<file path="config.mk">
export PLATFORM = sky130hd
export DESIGN_NAME = trap_unit
export DESIGN_NICKNAME = d
export VERILOG_FILES = /design/src/rtl/trap_unit_pkg.sv /design/src/rtl/trap_irq_priority.sv /design/src/rtl/trap_unit.sv
export SDC_FILE = /design/constraint.sdc
export NUM_CORES = 1
export LEC_CHECK = 0
export ABC_AREA = 1
export BUFFER_PORTS_ARGS = -buffer_cell sky130_fd_sc_hd__buf_4
export CAP_MARGIN = 15
export CORE_MARGIN = 3
export CORE_UTILIZATION = 33
export CTS_CLUSTER_DIAMETER = 150
export DETAILED_ROUTE_END_ITERATION = 8
export PLACE_DENSITY = 0.62
export SETUP_SLACK_MARGIN = 0.1
export SLEW_MARGIN = 10
export SYNTH_ARGS = -nofsm -noshare
export SYNTH_HDL_FRONTEND = slang
export SYNTH_HIERARCHICAL = 1
export SYNTH_SLANG_ARGS = --single-unit
</file>
<file path="constraint.sdc">
create_clock -name clk -period 8.41 [get_ports clk]
set_input_delay 1.2615 -clock clk [delete_from_list [all_inputs] [get_ports clk]]
set_output_delay 1.2615 -clock clk [all_outputs]
set_load 0.005 [all_outputs]
</file>
<file path="src/rtl/trap_unit_pkg.sv">
// trap_unit_pkg: shared CSR addresses, cause codes, mip bit positions and FSM encoding for trap_unit.
package trap_unit_pkg;
    localparam logic [11:0] CSR_MSTATUS  = 12'h300;
    localparam logic [11:0] CSR_MIE      = 12'h304;
    localparam logic [11:0] CSR_MTVEC    = 12'h305;
    localparam logic [11:0] CSR_MSCRATCH = 12'h340;
    localparam logic [11:0] CSR_MEPC     = 12'h341;
    localparam logic [11:0] CSR_MCAUSE   = 12'h342;
    localparam logic [11:0] CSR_MTVAL    = 12'h343;
    localparam logic [11:0] CSR_MIP      = 12'h344;
    localparam logic [11:0] CSR_MIRQMODE = 12'h7C0;

    localparam int MSTATUS_MIE   = 3;
    localparam int MSTATUS_MPIE  = 7;
    localparam int MIP_MSI       = 3;
    localparam int MIP_MTI       = 7;
    localparam int MIP_MEI       = 11;
    localparam int MIP_USER_BASE = 16;

    localparam logic [4:0] CAUSE_MSI = 5'd3;
    localparam logic [4:0] CAUSE_MTI = 5'd7;
    localparam logic [4:0] CAUSE_MEI = 5'd11;

    typedef enum logic {RUN, ENTRY} trapState_e;

    function automatic logic isOwned(input logic [11:0] addr);
        return addr inside {CSR_MSTATUS, CSR_MIE, CSR_MTVEC, CSR_MSCRATCH, CSR_MEPC,
                            CSR_MCAUSE, CSR_MTVAL, CSR_MIP, CSR_MIRQMODE};
    endfunction
endpackage

</file>
<file path="src/rtl/trap_irq_priority.sv">
// trap_irq_priority: picks the winning interrupt from the enabled-pending vector (MEI > MSI > MTI > user, low index first).
module trap_irq_priority
    import trap_unit_pkg::*;
#(
    parameter int USER_IRQ_COUNT = 16
) (
    input  logic [31:0] pending,
    output logic        valid,
    output logic [4:0]  code
);
    always_comb begin
        valid = |pending;
        code  = '0;
        // Scan users high to low so the lowest index is assigned last and wins.
        for (int i = USER_IRQ_COUNT - 1; i >= 0; i--)
            if (pending[MIP_USER_BASE + i]) code = 5'(MIP_USER_BASE + i);
        if (pending[MIP_MTI]) code = CAUSE_MTI;
        if (pending[MIP_MSI]) code = CAUSE_MSI;
        if (pending[MIP_MEI]) code = CAUSE_MEI;
    end
endmodule

</file>
<file path="src/rtl/trap_unit.sv">
// trap_unit: machine-mode interrupt/exception CSRs, trap entry FSM and mret handling.
module trap_unit
    import trap_unit_pkg::*;
#(
    parameter int USER_IRQ_COUNT  = 16,
    parameter bit VECTORED_ENABLE = 1
) (
    input  logic                      clk,
    input  logic                      rst,
    input  logic                      csrWriteEnable,
    input  logic                      csrReadEnable,
    input  logic [11:0]               csrWriteAddress,
    input  logic [11:0]               csrReadAddress,
    input  logic [31:0]               csrWriteData,
    output logic [31:0]               csrReadData,
    output logic                      requestOutput,
    input  logic [31:0]               programCounter,
    input  logic                      instructionBoundary,
    input  logic                      exceptionValid,
    input  logic [4:0]                exceptionCause,
    input  logic [31:0]               exceptionValue,
    input  logic                      machineSoftwareIrq,
    input  logic                      machineTimerIrq,
    input  logic                      machineExternalIrq,
    input  logic [USER_IRQ_COUNT-1:0] userIrq,
    input  logic                      trapReturn,
    output logic                      trapTaken,
    output logic [31:0]               trapVector,
    output logic [31:0]               trapReturnVector,
    output logic                      interruptPending
);
    localparam logic [31:0] USER_MASK = (32'h0000_FFFF >> (16 - USER_IRQ_COUNT)) << 16;
    localparam logic [31:0] IMPL_MASK = USER_MASK | 32'h0000_0888;

    trapState_e state, stateNext;
    logic mstatusMie, mstatusMpie;
    logic [31:0] mieReg, mtvec, mscratch, mepc, mcause, mtval, trapVectorReg;
    logic [USER_IRQ_COUNT-1:0] edgeMode, edgePend, prevUser, edgeNext, edgeRise, edgeClear;
    logic [31:0] mipVal, mstatusVal, mirqVal, pendMasked, readValue, trapBase, vecNext, causeNext;
    logic irqValid, takeExc, takeIrq, doReturn, trapEntry;
    logic [4:0] irqCode;

    trap_irq_priority #(.USER_IRQ_COUNT(USER_IRQ_COUNT)) u_priority (
        .pending(pendMasked),
        .valid  (irqValid),
        .code   (irqCode)
    );

    always_comb begin
        mipVal = '0;
        mirqVal = '0;
        mstatusVal = '0;
        mipVal[MIP_MSI] = machineSoftwareIrq;
        mipVal[MIP_MTI] = machineTimerIrq;
        mipVal[MIP_MEI] = machineExternalIrq;
        for (int i = 0; i < USER_IRQ_COUNT; i++)
            mipVal[MIP_USER_BASE + i] = edgeMode[i] ? edgePend[i] : userIrq[i];
        mirqVal[MIP_USER_BASE +: USER_IRQ_COUNT] = edgeMode;
        mstatusVal[MSTATUS_MIE] = mstatusMie;
        mstatusVal[MSTATUS_MPIE] = mstatusMpie;
    end

    assign pendMasked = mipVal & mieReg;
    assign interruptPending = |pendMasked;

    // Edge pending: a new rising edge beats a same-cycle clear-by-write.
    assign edgeRise = userIrq & ~prevUser & edgeMode;
    assign edgeClear = (csrWriteEnable && csrWriteAddress == CSR_MIP)
                     ? ~csrWriteData[MIP_USER_BASE +: USER_IRQ_COUNT] : '0;
    assign edgeNext = ((edgePend & ~edgeClear) | edgeRise) & edgeMode;

    always_comb begin
        takeExc = 1'b0;
        takeIrq = 1'b0;
        doReturn = 1'b0;
        stateNext = RUN;
        if (state == RUN) begin
            takeExc = exceptionValid;
            takeIrq = !exceptionValid && !trapReturn && mstatusMie && irqValid && instructionBoundary;
            doReturn = trapReturn && !exceptionValid;
            stateNext = (takeExc || takeIrq) ? ENTRY : RUN;
        end
    end

    assign trapEntry = takeExc || takeIrq;
    assign trapBase = {mtvec[31:2], 2'b00};
    assign vecNext = (takeIrq && mtvec[0]) ? trapBase + {25'b0, irqCode, 2'b00} : trapBase;
    assign causeNext = takeExc ? {27'b0, exceptionCause} : {1'b1, 26'b0, irqCode};

    always_ff @(posedge clk) begin
        if (rst) state <= RUN;
        else     state <= stateNext;
    end

    always_ff @(posedge clk) begin
        if (rst) begin
            mstatusMie <= 1'b0;
            mstatusMpie <= 1'b0;
            mieReg <= '0;
            mtvec <= '0;
            mscratch <= '0;
            mepc <= '0;
            mcause <= '0;
            mtval <= '0;
            edgeMode <= '0;
            edgePend <= '0;
            prevUser <= '0;
            trapVectorReg <= '0;
        end else begin
            prevUser <= userIrq;
            edgePend <= edgeNext;
            if (csrWriteEnable) begin
                if (csrWriteAddress == CSR_MIE) mieReg <= csrWriteData & IMPL_MASK;
                if (csrWriteAddress == CSR_MTVEC)
                    mtvec <= {csrWriteData[31:2], 1'b0, VECTORED_ENABLE && csrWriteData[1:0] == 2'b01};
                if (csrWriteAddress == CSR_MSCRATCH) mscratch <= csrWriteData;
                if (csrWriteAddress == CSR_MIRQMODE) edgeMode <= csrWriteData[MIP_USER_BASE +: USER_IRQ_COUNT];
                if (!trapEntry) begin
                    if (csrWriteAddress == CSR_MSTATUS) begin
                        mstatusMie <= csrWriteData[MSTATUS_MIE];
                        mstatusMpie <= csrWriteData[MSTATUS_MPIE];
                    end
                    if (csrWriteAddress == CSR_MEPC) mepc <= {csrWriteData[31:1], 1'b0};
                    if (csrWriteAddress == CSR_MCAUSE) mcause <= csrWriteData;
                    if (csrWriteAddress == CSR_MTVAL) mtval <= csrWriteData;
                end
            end
            if (doReturn) begin
                mstatusMie <= mstatusMpie;
                mstatusMpie <= 1'b1;
            end
            if (trapEntry) begin
                mepc <= {programCounter[31:1], 1'b0};
                mcause <= causeNext;
                mtval <= takeExc ? exceptionValue : '0;
                mstatusMpie <= mstatusMie;
                mstatusMie <= 1'b0;
                trapVectorReg <= vecNext;
            end
        end
    end

    always_comb begin
        readValue = '0;
        case (csrReadAddress)
            CSR_MSTATUS:  readValue = mstatusVal;
            CSR_MIE:      readValue = mieReg;
            CSR_MTVEC:    readValue = mtvec;
            CSR_MSCRATCH: readValue = mscratch;
            CSR_MEPC:     readValue = mepc;
            CSR_MCAUSE:   readValue = mcause;
            CSR_MTVAL:    readValue = mtval;
            CSR_MIP:      readValue = mipVal;
            CSR_MIRQMODE: readValue = mirqVal;
            default:      readValue = '0;
        endcase
    end

    assign requestOutput = csrReadEnable && isOwned(csrReadAddress);
    assign csrReadData = requestOutput ? readValue : '0;
    assign trapTaken = (state == ENTRY);
    assign trapVector = trapVectorReg;
    assign trapReturnVector = mepc;
endmodule

</file>
==> metrics list, run 1 <==
* Placeable core region: 40300 µm²
* Outcome: completed
* Instance count of the mapped netlist: between 2000 and 2500
- The first global-routing pass estimated a little under 80000 µm of wire.
- DR vias: 14500
- Critical Path Start Type: input port
* Routability-driven placement congestion ratio: 0.937
- For this run, design rule violations remaining after detail routing come to 0.
- Type of the worst setup path: in -> out
- Insertion delay of the later-clocked pin in the worst-skew pair: 0.56 ns
* Hold Buf Count CTS: 0
* Num CTS Buffers: 29
* Detailed Routing Iterations Pass 1: 5
* Post-Layout Cell Count: 2897
- Dividing the detail-routed via count by the number of cells gives roughly 5.
- For this run, the leading register cell type out of synthesis is dfxtp_1.
- In this run the tool buffered the top-level ports with about 250 buffer cells.
* Top-area cell type share of the netlist area: around 38%
- The die is 209 µm wide.
- Met1 capacity usage during global routing: 33.4%
- Counting flops with a built-in enable in the synthesized netlist gives 0.
- Data required time of the worst path: 7.15 ns
* CTS-repair resized insts: 0
- Max Slew Vio Count: 0
- Hpwl dp: 38500 µm
- From bottom edge to top edge, the die measures 209 µm.
* WP data arrival: 4.18 ns
* Post-synthesis register bit count: approximately 260
- Setup violations remaining at the end of the flow were counted as 0.
- Among all cell types in the netlist, the one instantiated most often is nand2_1.
- The area growth from synthesis to layout is 23.9%.
* Longest Clk Path Bufs: 3
- After the last flow step, the layout net total stands at 2504.
- Final core utilization: between 40% and 50%
- By count the netlist is led by nand2_1, nor2_1, inv_1.
* Number of H-tree levels: 1
* Area of the mapped netlist: 13600 µm²
- Placement row count: 73
* Antenna violations before repair: 5
* Wirelength per Cell: 18.2 µm
* Final std cell area, no fill: 16900 µm²
- For this design the static power due to leakage is 7.55 nW.
- Number of endpoints with negative hold slack in the final report: 0
- IO Count: 250
- Dividing the final minimum period by the clock period gives 64.7%.
* Min Tclk post-route: 5.44 ns
* Global-route usage over all layers: a little under a quarter
- Post-CTS Setup Bufs: 0
* Global-route track usage on met2: 33.6%
- Worst clock skew on the final layout: 0.00854 ns
* Setup TNS: 0 ns
* Worst hold slack after final layout: roughly 0.44 ns
* Measured slew at the worst slew-check pin: around 1.0 ns
* Syn. warnings: 6
* Vias in the first global route: around 14000
- Setup repair after global routing missed its margin: no
- Fraction of layout cells with a size suffix above 1: 14.7%
* Top cells by area, synth: dfxtp_1, nand2_1, nor2_1
- The synthesized design spends more area on one cell type than any other, namely dfxtp_1.
- The detail route stage leaves a number of antenna-violating nets equal to 0.
* Maximum Capacitance Violations: 0
- Entering global routing, the biggest net connects 86 pins.
* Share of synthesized area occupied by flip-flops and latches: roughly 38%
* Drt initial violations: 1229
- Met3 usage in global routing: 4.07%
- Headroom to the max-slew limit came out at 30.5%.
- Most Crowded Layer GR: met2
- Peak supply drop: 0.172 mV
* Fillcell total: 4295
- Total detailed-routing wirelength: approximately 53000 µm
- Category of the worst setup path capture point: output pin
- Number of cells after detailed placement: 2841
* Global route total overflow: 0
- Mean cell area of the mapped netlist: 6.34 µm²
- Maximum clock frequency: 0.184 GHz
* Area of the die: between 40000 and 50000 µm²
* Sinks on Clock Net: 258
* Instance area after placement: 15800 µm²
- Class of the tightest hold or removal check: reg -> reg
* Cell chosen for the clock root: clkbuf_16
- In this run, distinct cell masters in the synthesized netlist total 46.
* Maximum fanout along the worst path: 33
- Async set or reset register ratio after synthesis: 0%
- Clock tree from TritonCTS: done
- Effective utilization at floorplan: 33.9%
- For this design the ratio of total power to cell area is 177 nW/µm².
* Register clock-pin slew on the reported worst setup and hold paths: 0.06 ns
-- per-stage QoR --
step           setup WS [ns]  power (mW)
2_1_floorplan           4.66        1.42
3_3_place_gp            3.12        1.55
3_5_place_dp            3.07        1.56
4_1_cts                 3.06        3.01
5_1_grt                 2.75        3.09
6_report                2.97        2.99
-- worst paths after layout --
| path | from | end | slack, ns | depth (start not counted) |
|---|---|---|---|---|
| min | mscratch[29]$_SDFFE_PP0P_ | mscratch[29]$_SDFFE_PP0P_ | 0.44 | 2 |
| min reg2reg | mscratch[29]$_SDFFE_PP0P_ | mscratch[29]$_SDFFE_PP0P_ | 0.44 | 2 |
| max | csrReadAddress[5] | csrReadData[28] | 2.97 | 11 |
| max reg2reg | edgeMode[4]$_SDFFE_PP0P_ | mcause[18]$_SDFFE_PP0P_ | 4.12 | 17 |
-- final cells by class --
class                      instances  area [µm²]  area share (%)
antenna                            2        5.00          0.0296
clock buffer                      36         822            4.87
clock inverter                    18         279            1.65
inverter                         279        1050            6.21
multi-input combinational       1520        6970            41.3
sequential                       258        5160            30.6
tap                              525         657            3.89
timing repair buffer             259        1940            11.5
-- critical path: stages --
cell and delay (ns):
buf_4 0.11, nor2_2 0.22, nand2_1 0.12, nor2_2 0.54, nand2_1 0.68, nand2_1 0.23, nor2_1 0.06, nand2_1 0.08
nand2_2 0.45, nor2_1 0.27, buf_4 0.14
-- metal layers --
| layer | wire [µm] | vias to the layer above | part of all wire (%) |
|---|---|---|---|
| met5 | 36 | - | 0.068 |
| met4 | 1860 | 6 | 3.5 |
| met3 | 4110 | 105 | 7.8 |
| met2 | 22000 | 601 | 42 |
| met1 | 24600 | 6586 | 47 |
| li1 | - | 7248 | - |
-- state kept, by name, summed over array words and instances, names as in the netlist --
name	flops
mcause	32
mscratch	32
mtval	32
mtvec	31
trapReturnVector	31
trapVector	30
mieReg	19
edgeMode	16
edgePend	16
prevUser	16
mstatusMie	1
mstatusMpie	1
trapTaken	1
-- cell families (layout without fill, tap and decap cells) --
family                     Yosys count  count (layout)  share of synthesized area [%]
xor gates and xnor gates             4               4                          0.257
DFF                                258             258                           37.9
other                                1              18                         0.0275
AOI/OAI and AO/OA                  420             420                           16.6
buffers and inverters              390             592                           11.6
adders and majority gates            6               6                          0.605
and+or+nand+nor                   1074            1074                           33.1
-- where the power goes --
part | total [mW] | internal (mW) | switching, mW
registers | 1.27 | 1.25 | 0.0173
clock network | 1.46 | 0.906 | 0.551
logic | 0.262 | 0.0984 | 0.164
-- placed cells by master, fill, tap and decap left out, drive strengths merged, types with 2 or more instances in the layout --
cell      synthesis  final
nor3             58     58
inv             278    279
a21boi           25     25
diode             0      2
nand2           505    505
o21ai           195    195
a21oi           161    161
nor4              7      7
bufinv            0      7
xor2              3      3
a31oi             2      2
clkinvlp          0      4
conb              1     16
ha                5      5
nor2            304    304
clkbuf           58     36
and2              2      2
o21bai           10     10
clkinv            1      7
or2               7      7
buf              53    259
a211oi           20     20
nand3           179    179
nand4            10     10
dfxtp           258    258
o211ai            4      4
Note: power is estimated with default switching activity, not from simulation.
==> inputs of run 2 (changes only) <==
Settings changed: PLACE_DENSITY 0.62 to 0.64.
Clock period 8.41 ns to 4.8 ns, I/O delays scaled along.
==> metrics list, run 2 (same netlist as run 1, synthesis figures left out) <==
* Global-route wire length before repair: 80400 µm
- For the worst flop-to-flop path, the logic depth is 17.
* Vias in the first global route: 13700
- Of the total power, the share spent switching nets is 25.0%.
* Placeable core region: just over 40000 µm²
- Instance area after placement: between 15000 and 20000 µm²
* Reg-to-reg startpoint: edgeMode[4]$_SDFFE_PP0P_
- Die Y: approximately 210 µm
* Detailed Routing Iterations Pass 1: 6
- Total detailed-routing wirelength: 52500 µm
* Hpwl dp: 38700 µm
* Longest Clk Path Bufs: 3
- The number of antenna violations at the first check in global routing is 4.
- Category of the worst setup path capture point: output pin
* Period Utilization, post-route: just over 80%
- Effective utilization at floorplan: between 30% and 40%
- The area growth from synthesis to layout is 24.4%.
* Cell chosen for the clock root: clkbuf_16
- The endpoint identified for the worst register-to-register timing path is trapVector[28]$_SDFFE_PP0N_.
* Register-to-Register Setup Slack: 1.15 ns
- In this run the number of cells on the critical path is 13.
- The final max-slew violation count came to 0.
- Biggest regs: mcause: 32 flops, mscratch: 32 flops, mtval: 32 flops
- Register clock-pin slew on the reported worst setup and hold paths: 0.06 ns
* Number of endpoints with negative hold slack in the final report: 0
- For this block, the initial DRC count from the detailed router was 1470.
- Fillcell total: 4230
* Placement row count: 73
- The cell family contributing the most delay on the critical path is simple AND/OR/NAND/NOR gates.
* Maximum Capacitance Violations: 0
- Setup repair after global routing missed its margin: no
- The critical path goes through buf_4 > nor2_2 > nand3_1 > nor2_1 > and2_1 > buf_4 > nand2_1 > nand2_1 > inv_1 > nand2_1 > nor2_1 > nor2_1 > buf_4.
* Standby leakage power: ~7.6 nW
- CTS-repair resized insts: 0
* Sinks on Clock Net: around 260
* Sequential group share of total power: 43.5%
* Input/output buffers: 245
- Maximum fanout along the worst path: 12
- After detailed routing, the average wire length per cell comes to approximately 18 µm.
- DRC Markers: 0
- Maximum clock frequency: 0.253 GHz
- FF+latch area: 5160 µm²
- The die covers 43800 µm².
* Part of the power in the clock network: around 47%
- DR vias: 14600
* Start point of the critical path: csrReadAddress[5]
- Outcome: completed
- 250 I/O pins were placed.
* Global route total overflow: 0
* Min Tclk post-route: 3.95 ns
* Data required time of the worst path: 4.08 ns
- Critical Path Start Type: input port
* Peak supply drop: 0.237 mV
* Final setup violating endpoints: 0
- Class of the tightest hold or removal check: in -> reg
- Once detail routing completed, the nets flagged for antenna violations numbered 0.
- Capture point of the worst path: csrReadData[11]
- Combinational logic burns 9.2% of the power.
- Routability-driven placement congestion ratio: 0.920
- Clock tree from TritonCTS: done
- Highest-delay cell along the critical path: nor2_1
- Buffering stage count on the worst path with inverters included: 4
- Entering global routing, the biggest net connects 78 pins.
* Footprint of the multi-input gates: about 7000 µm²
- Setup TNS: 0 ns
* NumNets Final: 2518
- Fraction of layout cells with a size suffix above 1: between 10% and 20%
- For this design the total switching power over the nets is 1.28 mW.
- Hold repair after CTS inserted 0 buffers.
- Insertion delay of the later-clocked pin in the worst-skew pair: 0.57 ns
- The clock arrives with 0.0153 ns of skew.
* Biggest cell delay along the critical path: about 0.59 ns
* Global-route usage over all layers: a little under a quarter
- Headroom to the max-slew limit came out at 35.7%.
* Areal power density over the cells: 301 nW/µm²
- At the worst endpoint, the arrival time is 3.23 ns.
* Post-CTS Setup Bufs: 0
- The die is 209 µm wide.
- Final std cell area, no fill: around 17000 µm²
- In the layout the commonest cells are nand2_1, nor2_1, inv_1.
- Buffers inserted during clock tree synthesis total 30.
* Number of H-tree levels: 1
* Type of the worst setup path: in -> out
- Measured slew at the worst slew-check pin: 0.959 ns
* Via count normalized by instance count: 5.03
* Most common library cell in the layout ignoring fill and taps: nand2_1
- Internal power comes to 3.83 mW.
-- run 2: changes by cell type in the layout (fill, tap and decap cells not counted), sizes merged --
cell	before	now
buf	259	272
bufinv	7	3
clkbuf	36	44
clkinvlp	4	1
-- run 2: worst min-delay path by stage --
stage               slack, ns                       from  depth (start not counted)                   endpoint
floorplan                0.42  mscratch[11]$_SDFFE_PP0P_                          2  mscratch[11]$_SDFFE_PP0P_
global placement         0.43  mscratch[26]$_SDFFE_PP0P_                          2  mscratch[26]$_SDFFE_PP0P_
detailed placement       0.44  mscratch[26]$_SDFFE_PP0P_                          2  mscratch[26]$_SDFFE_PP0P_
CTS                      0.37                 userIrq[0]                          3     prevUser[0]$_SDFF_PP0_
global route             0.39                 userIrq[2]                          3     prevUser[2]$_SDFF_PP0_
finish                   0.39                 userIrq[0]                          3     prevUser[0]$_SDFF_PP0_
-- run 2: power by group through the flow --
stage	Clock, mW	Combinational (mW)	Sequential (mW)
6_report	2.42	0.468	2.22
5_1_grt	2.54	0.515	2.23
4_1_cts	2.45	0.466	2.22
3_5_place_dp	0	0.464	2.27
3_3_place_gp	0	0.458	2.27
2_1_floorplan	0	0.224	2.26
-- run 2: per-layer routing --
metal,GRT usage (%),routed length [µm],vias to the layer above
li1,-,-,7266
met1,34.3,24700,6649
met2,34.5,22300,628
met3,3.38,4030,84
met4,6.61,1490,4
met5,0,27,-
-- run 2: metrics by stage --
step,utilization [%],total power [mW],cells,hold slack [ns],setup WS [ns]
after global routing,42.1,5.28,2910,0.394,0.649
after global placement,39.5,2.73,2853,0.432,0.703
after CTS,42.1,5.13,2908,0.372,0.871
after detailed placement,39.5,2.73,2853,0.435,0.753
after floorplan,-,2.49,2168,0.424,1.59
final,42.1,5.11,2911,0.392,0.852
-- run 2: layout make-up --
type	count	share of cell area [%]
Inverter	279	6.19
Multi-Input combinational cell	1520	41.1
Tap cell	525	3.87
Sequential cell	258	30.4
Timing Repair Buffer	272	12.3
Clock inverter	11	0.818
Clock buffer	44	5.33
Antenna cell	2	0.0295
-- run 2: worst register-to-register path: stages, from the launching register on --
cell	delay, ns
dfxtp_1	0.38
inv_1	0.07
a21oi_1	0.30
or2_2	0.18
inv_1	0.05
nor4_1	0.38
nand2_1	0.13
o21ai_0	0.50
ha_1	0.38
or2_2	0.32
nand3_1	0.09
nand2_1	0.13
nand3_1	0.21
nor2_1	0.15
nand2_1	0.09
nand2_1	0.06
nand3_1	0.08
nand2_1	0.05
